## config.mk

```make
export PLATFORM = sky130hd
export DESIGN_NAME = dvi_rx_tmds_dec
export DESIGN_NICKNAME = d
export VERILOG_FILES = /design/src/rtl/dvi_rx_tmds_dec.sv
export SDC_FILE = /design/constraint.sdc
export NUM_CORES = 1
export LEC_CHECK = 0
export CORE_UTILIZATION = 60
export CTS_CLUSTER_DIAMETER = 80
export CTS_CLUSTER_SIZE = 40
export DETAILED_ROUTE_END_ITERATION = 10
export PLACE_DENSITY = 0.91
export SLEW_MARGIN = 20
export SYNTH_ARGS = -nofsm -noshare
export SYNTH_HDL_FRONTEND = slang
export SYNTH_SLANG_ARGS = --single-unit
```

## constraint.sdc

```tcl
create_clock -name clk_i -period 4.3 [get_ports clk_i]
set_input_delay 0.86 -clock clk_i [delete_from_list [all_inputs] [get_ports clk_i]]
set_output_delay 0.86 -clock clk_i [all_outputs]
set_load 0.02 [all_outputs]
```

## src/rtl/dvi_rx_tmds_dec.sv

```systemverilog
`timescale 1ns / 1ps
`default_nettype none
// ============================================================================
// Module   : dvi_rx_tmds_dec
// Purpose  : DVI receive TMDS lane decoder with control-token boundary lock
// Revision : 1.0
// ============================================================================
module dvi_rx_tmds_dec #(
  parameter int CTRL_RUN       = 8,
  parameter int SEARCH_TIMEOUT = 4096,
  parameter int SLIP_WAIT      = 16,
  parameter int LOCK_TIMEOUT   = 4096
) (
  input  logic       clk_i,
  input  logic       rst_i,
  input  logic [9:0] tmds_i,
  output logic       bitslip_o,
  output logic       aligned_o,
  output logic       den_o,
  output logic [7:0] data_o,
  output logic [1:0] ctrl_o
);

  localparam int                RUN_W       = $clog2(CTRL_RUN + 1);
  localparam int                WAIT_W      = $clog2(SLIP_WAIT + 1);
  localparam logic [RUN_W-1:0]  RUN_MAX     = RUN_W'(CTRL_RUN);
  localparam logic [WAIT_W-1:0] WAIT_LAST   = WAIT_W'(SLIP_WAIT - 1);
  localparam logic [15:0]       SEARCH_LAST = 16'(SEARCH_TIMEOUT - 1);
  localparam logic [15:0]       LOCK_LIMIT  = 16'(LOCK_TIMEOUT);

  typedef enum logic [1:0] {
    ST_SEARCH    = 2'd0,
    ST_SLIP_WAIT = 2'd1,
    ST_LOCKED    = 2'd2
  } state_e;

  state_e            state_q, state_d;
  logic [9:0]        s1_q;
  logic [RUN_W-1:0]  run_q, run_d;
  logic [15:0]       gap_q, gap_d;
  logic [WAIT_W-1:0] wait_q, wait_d;
  logic              bitslip_q, bitslip_d;
  logic              den_q;
  logic [7:0]        data_q;
  logic [1:0]        ctrl_q;

  logic              w_is_tok;
  logic [1:0]        w_tok_ctrl;
  logic [7:0]        w_d;
  logic [6:0]        w_x;
  logic [7:0]        w_pix;

  always_comb begin
    w_is_tok   = 1'b1;
    w_tok_ctrl = 2'b00;
    case (s1_q)
      10'b1101010100: w_tok_ctrl = 2'b00;
      10'b0010101011: w_tok_ctrl = 2'b01;
      10'b0101010100: w_tok_ctrl = 2'b10;
      10'b1010101011: w_tok_ctrl = 2'b11;
      default:        w_is_tok   = 1'b0;
    endcase
  end

  // Undo the optional inversion, then the XOR/XNOR transition chain.
  assign w_d   = s1_q[9] ? ~s1_q[7:0] : s1_q[7:0];
  assign w_x   = w_d[7:1] ^ w_d[6:0];
  assign w_pix = {(s1_q[8] ? w_x : ~w_x), w_d[0]};

  always_comb begin
    run_d     = w_is_tok ? ((run_q == RUN_MAX) ? run_q : run_q + 1'b1) : '0;
    gap_d     = w_is_tok ? 16'd0 : ((gap_q == 16'hFFFF) ? gap_q : gap_q + 16'd1);
    wait_d    = '0;
    bitslip_d = 1'b0;
    state_d   = state_q;
    case (state_q)
      ST_SEARCH: begin
        if (run_d == RUN_MAX) begin
          state_d = ST_LOCKED;
        end else if (!w_is_tok && (gap_q == SEARCH_LAST)) begin
          state_d   = ST_SLIP_WAIT;
          bitslip_d = 1'b1;
          run_d     = '0;
          gap_d     = 16'd0;
        end
      end
      ST_SLIP_WAIT: begin
        run_d  = '0;
        gap_d  = 16'd0;
        wait_d = wait_q + 1'b1;
        if (wait_q == WAIT_LAST) begin
          state_d = ST_SEARCH;
          wait_d  = '0;
        end
      end
      ST_LOCKED: begin
        if (gap_d == LOCK_LIMIT) begin
          state_d = ST_SEARCH;
          run_d   = '0;
          gap_d   = 16'd0;
        end
      end
      default: state_d = ST_SEARCH;
    endcase
  end

  always_ff @(posedge clk_i) begin
    if (rst_i) begin
      state_q   <= ST_SEARCH;
      s1_q      <= 10'd0;
      run_q     <= '0;
      gap_q     <= 16'd0;
      wait_q    <= '0;
      bitslip_q <= 1'b0;
      den_q     <= 1'b0;
      data_q    <= 8'd0;
      ctrl_q    <= 2'b00;
    end else begin
      state_q   <= state_d;
      s1_q      <= tmds_i;
      run_q     <= run_d;
      gap_q     <= gap_d;
      wait_q    <= wait_d;
      bitslip_q <= bitslip_d;
      // Output stage is forced quiet until the boundary is locked.
      if (state_q == ST_LOCKED) begin
        if (w_is_tok) begin
          den_q  <= 1'b0;
          ctrl_q <= w_tok_ctrl;
        end else begin
          den_q  <= 1'b1;
          data_q <= w_pix;
        end
      end else begin
        den_q  <= 1'b0;
        data_q <= 8'd0;
        ctrl_q <= 2'b00;
      end
    end
  end

  assign bitslip_o = bitslip_q;
  assign aligned_o = (state_q == ST_LOCKED);
  assign den_o     = den_q;
  assign data_o    = data_q;
  assign ctrl_o    = ctrl_q;

endmodule
`default_nettype wire
```

* Yosys cells after proc, flatten, opt, wreduce, memory -nomap -nowiden
Index checks and enable logic that the tools add are counted.
** Storage, ports and cells
- Register bits after elaboration :: 49
- Bits of input ports :: 12
- Logic and storage cells :: 64
- Output and inout bits :: 13
** Operators by class
- Reductions and logical operators :: 8
- Mux-type cells :: 23
- Bitwise gates (word level) :: 6
- $add $sub $neg :: 3
- Equality and inequality tests :: 15
** Operator list (number)
- $mux 16 :: 5
- $pmux 16 s3 :: 1
- $eq 10x10->1 const B :: 2
- $mux 4 :: 5
- $add 16x1->16 const B :: 1
- $eq 16x12->1 const B :: 1
- $eq 16x13->1 const B :: 1
- $eq 16x16->1 const B :: 1
- $pmux 2 s3 :: 2
- $pmux 4 s3 :: 1
- $eq 10x8->1 const B :: 1
- $eq 10x9->1 const B :: 1
- $eq 4x4->1 const B :: 2
- $mux 2 :: 4
- $mux 8 :: 1
- $not 8->8 :: 1
- $mux 7 :: 1
- $not 7->7 :: 1
- $xor 7x7->7 :: 1
- $reduce_or 3->1 :: 2
- $add 5x1->5 const B :: 1
- $eq 5x4->1 const B :: 1
- $add 4x1->4 const B :: 1
- $reduce_or 4->1 :: 1
- 12 further kinds :: 16

* Longest topological paths before layout
- Depth in word-level cells :: 8
- Mapped depth :: 9
- Gate-level depth less buffers :: 8

* Worst setup path before layout
OpenSTA, ideal clock, no wires.
- Path kind :: register -> register
- Start :: register gap_q[0]
- End :: register gap_q[12]
- Data required time :: 4226 ps
- Path buffers :: 0
- Period minus slack after synthesis :: 2244 ps
- Cell stages (with the launch flop) :: 7
- Slack :: 2056 ps
- Data arrival time :: 2170 ps
- Setup time :: 74 ps
- Cell sequence :: dfxtp_1 ha_1 nand4_4 nor3_1 mux2i_1 or4b_2 a31oi_1
** Between the ends
- Cells in the longest elaborated chain, start to end :: 6
- Elaborated cells on any way between the ends :: 11
- Classes of those cells :: 1 x add/sub; 3 x eq/ne; 6 x mux; 1 x reduce/logical
** RTL lines
- start, declared :: line 40 : logic [15:0] gap_q, gap_d;
- start signal, assigned :: line 122 : gap_q <= gap_d;
- $add 16x1->16 or $eq 16x16->1 (tied branches) :: line 72 : gap_d = w_is_tok ? 16'd0 : ((gap_q == 16'hFFFF) ? gap_q : gap_q + 16'd1);
- $mux 16 (2 in a row) :: line 72
- $eq 16x13->1 or $mux 16 (tied branches) :: line 97, 80
- $mux 16, on equally long branches :: line 97, 78
- $pmux 16 s3 (*) :: line 76 : case (state_q)
Mark *: on every way between the ends. The rest lies on a longest branch, timed or not.
A chain may end at the register's enable or synchronous reset.

* Worst setup path after layout
Same ends and word-level chain as after synthesis.

==> metrics <==
status finished, final reports clean; GRT Residual Overflow 0; synthesized area per cell 9.070 µm²; Hold Buf Count CTS 0; Final Hold Viols 0; initial antenna violation count 0; clk_skew 0.003471 ns; worst endpoint required time 4.48 ns; IO Port Bufs 24; final instance area 0.002706 mm²; post-CTS sizing 0; number of unique standard cell types used by synthesis 44; Setup violations, final 0; Mapped Cells 261; TritonRoute pass-1 iters 4; Synth Register Bits 49; Max-slew headroom 65.02%; register area share after synthesis 41.44%; crit path kind reg -> reg; max-slew violation count 0; max capacitance violation total 0; Util after Layout 72.83%; RSZ-0062 raised after global routing no; CP Launch Type flop; pwr dens 296.4 mW/mm²; Pleak 0.9495 nW; Clock transition at path regs 0.08 ns; area growth from synthesis to layout 14.32%; Die ar. 0.004200 mm²; Fillers 281; CTS tree built; # rows 22; actual slew at the worst max-slew pin 0.5247 ns; CP Max Fanout 10; core area 0.003716 mm²; crit-path leading delay family simple AND/OR/NAND/NOR gates; TNS Setup 0 ns; Placement Cell Area 0.002616 mm²; maximum vdd drop 0.2240 mV; Clk Tree Root Cell clkbuf_8; fraction of layout cells with a size suffix above 1 6.383%; crit path cell chain ha_1, nand4_4, nor4_4, nor3b_1, mux2i_1, nor4_1, a31oi_1; vias in the first global route 1,831; CP Buf/Inv Count 0; # clock sinks 49; drt first-iter violations 166; diode count 0; Hold Slack 0.4620 ns; Post-synth EDFFs 0; Tmin final 2.622 ns; Most used DFF post-synth dfxtp_1; CTS max path bufs 2; WL final 4456 µm; Skew-Pair Late Insertion Delay 0.30 ns; Via density 5.691; async set-reset flop share out of synthesis 0%; Max Freq 381.4 MHz; gpl congestion 0.8523; Die X 64.81 µm; max incr delay on CP 0.57 ns; Synth Cell Area 0.002367 mm²; WL per Instance 13.50 µm; Initial Util 63.70%; Syn Nets 278; Total GRT Usage 24.07%; CTS Buf Count 5; ANT nets after route 0; Worst EP arrival 2.80 ns; HPWL after DPL 3159 µm; critical path capture point type flop; Slowest cell on crit path nor4_4; Post CTS Setup Buffer Count 0; DR vias 1,878; nets 299; IO Count 25; largest net degree at the start of global routing 19; crit share post-route 60.98%; DRC 0; Die Ht 64.81 µm; first-pass GRT wire length 7817 µm; # H-tree levels 2; Hold WC Path Type reg -> reg; synth warn 0
==> layout make-up <==
class                           count  area (µm²)  share of cell area [%]
Timing Repair Buffer               24       240.2                   8.877
Clock buffer                        6       82.58                   3.051
Tap cell                           48       60.06                   2.219
Clock inverter                      1       7.507                  0.2774
Inverter                           10       37.54                   1.387
Multi-Input combinational cell    192        1297                   47.94
Sequential cell                    49       980.9                   36.25
==> final timing paths <==
kind / startpoint / endpoint / slack, ns / depth (start not counted)
min: wait_q[0] / wait_q[0] / 0.46 / 1
max: gap_q[0] / gap_q[12] / 1.68 / 7
min reg2reg: wait_q[0] / wait_q[0] / 0.46 / 1
max reg2reg: gap_q[0] / gap_q[12] / 1.68 / 7
==> synth_stat cells (all sizes together) (2+ instances only) <==
| cell | number | area [µm²] |
|---|---|---|
| o21ai | 2 | 10.01 |
| nor4 | 10 | 107.6 |
| xnor2 | 18 | 157.7 |
| nand2 | 10 | 40.04 |
| nor3b | 3 | 22.52 |
| o31ai | 2 | 15.01 |
| a31oi | 2 | 12.51 |
| and2 | 2 | 12.51 |
| nor2 | 45 | 168.9 |
| and3 | 4 | 25.02 |
| dfxtp | 49 | 980.9 |
| nand2b | 2 | 12.51 |
| a21oi | 9 | 45.04 |
| nor2b | 14 | 87.58 |
| mux2 | 2 | 22.52 |
| nor3 | 5 | 25.02 |
| or3 | 3 | 18.77 |
| mux2i | 13 | 130.1 |
| xor2 | 6 | 52.55 |
| nand3 | 10 | 55.05 |
| o211ai | 3 | 22.52 |
| clkbuf | 4 | 16.26 |
| nand4 | 10 | 83.83 |
| nand4bb | 2 | 22.52 |
| ha | 5 | 62.56 |
| buf | 6 | 35.03 |
| inv | 10 | 37.54 |
==> sequential cells by signal (all words and copies together), names as in the netlist <==
| signal | count |
|---|---|
| gap_q | 16 |
| s1_q | 10 |
| data_o | 8 |
| wait_q | 5 |
| run_q | 4 |
| ctrl_o | 2 |
| state_q | 2 |
| bitslip_o | 1 |
| den_o | 1 |
==> metrics by stage <==
stage          power, mW  setup WS (ns)  cells
6_report          0.8021          1.678    330
2_1_floorplan     0.5201          2.056    261
4_1_cts           0.8082          1.707    330
5_1_grt           0.8336          1.536    330
3_5_place_dp      0.5383          1.647    323
3_3_place_gp      0.5353          1.727    323
==> routing by layer <==
metal	track usage (%)	part of all wire (%)	vias up
li1	-	-	944
met1	28.29	46	868
met2	41.93	48	57
met3	4.930	4.7	9
met4	10.28	1.8	0
met5	0	0	-
==> cells in the final DEF, fill, tap and decap left out, types with 9 or more instances in the layout <==
master and count:
mux2i_1 13, clkdlybuf4s50_1 24, a21oi_1 9, nand3_1 9
nor2_1 45, xnor2_1 18, nand2_1 9, inv_1 10
dfxtp_1 49, nor2b_1 14
==> power by group <==
group,total [mW],switching (mW),leakage (nW),internal (mW)
combinational,0.0565,0.0251,0.508,0.0314
sequential,0.472,0.0102,0.398,0.461
clock,0.274,0.147,0.0433,0.127
total,0.802,0.182,0.950,0.620
==> cells by family (layout without fill, tap and decap cells) <==
| logic type | count (synthesis) | after routing | synth area share [%] |
|---|---|---|---|
| mux | 15 | 15 | 6.448 |
| buf+inv | 20 | 41 | 3.752 |
| fa+ha+maj | 5 | 5 | 2.643 |
| flops | 49 | 49 | 41.44 |
| compound gates | 24 | 24 | 6.501 |
| xor+xnor | 24 | 24 | 8.879 |
| simple gates | 124 | 124 | 30.34 |
(Power assumes the default switching activity.)
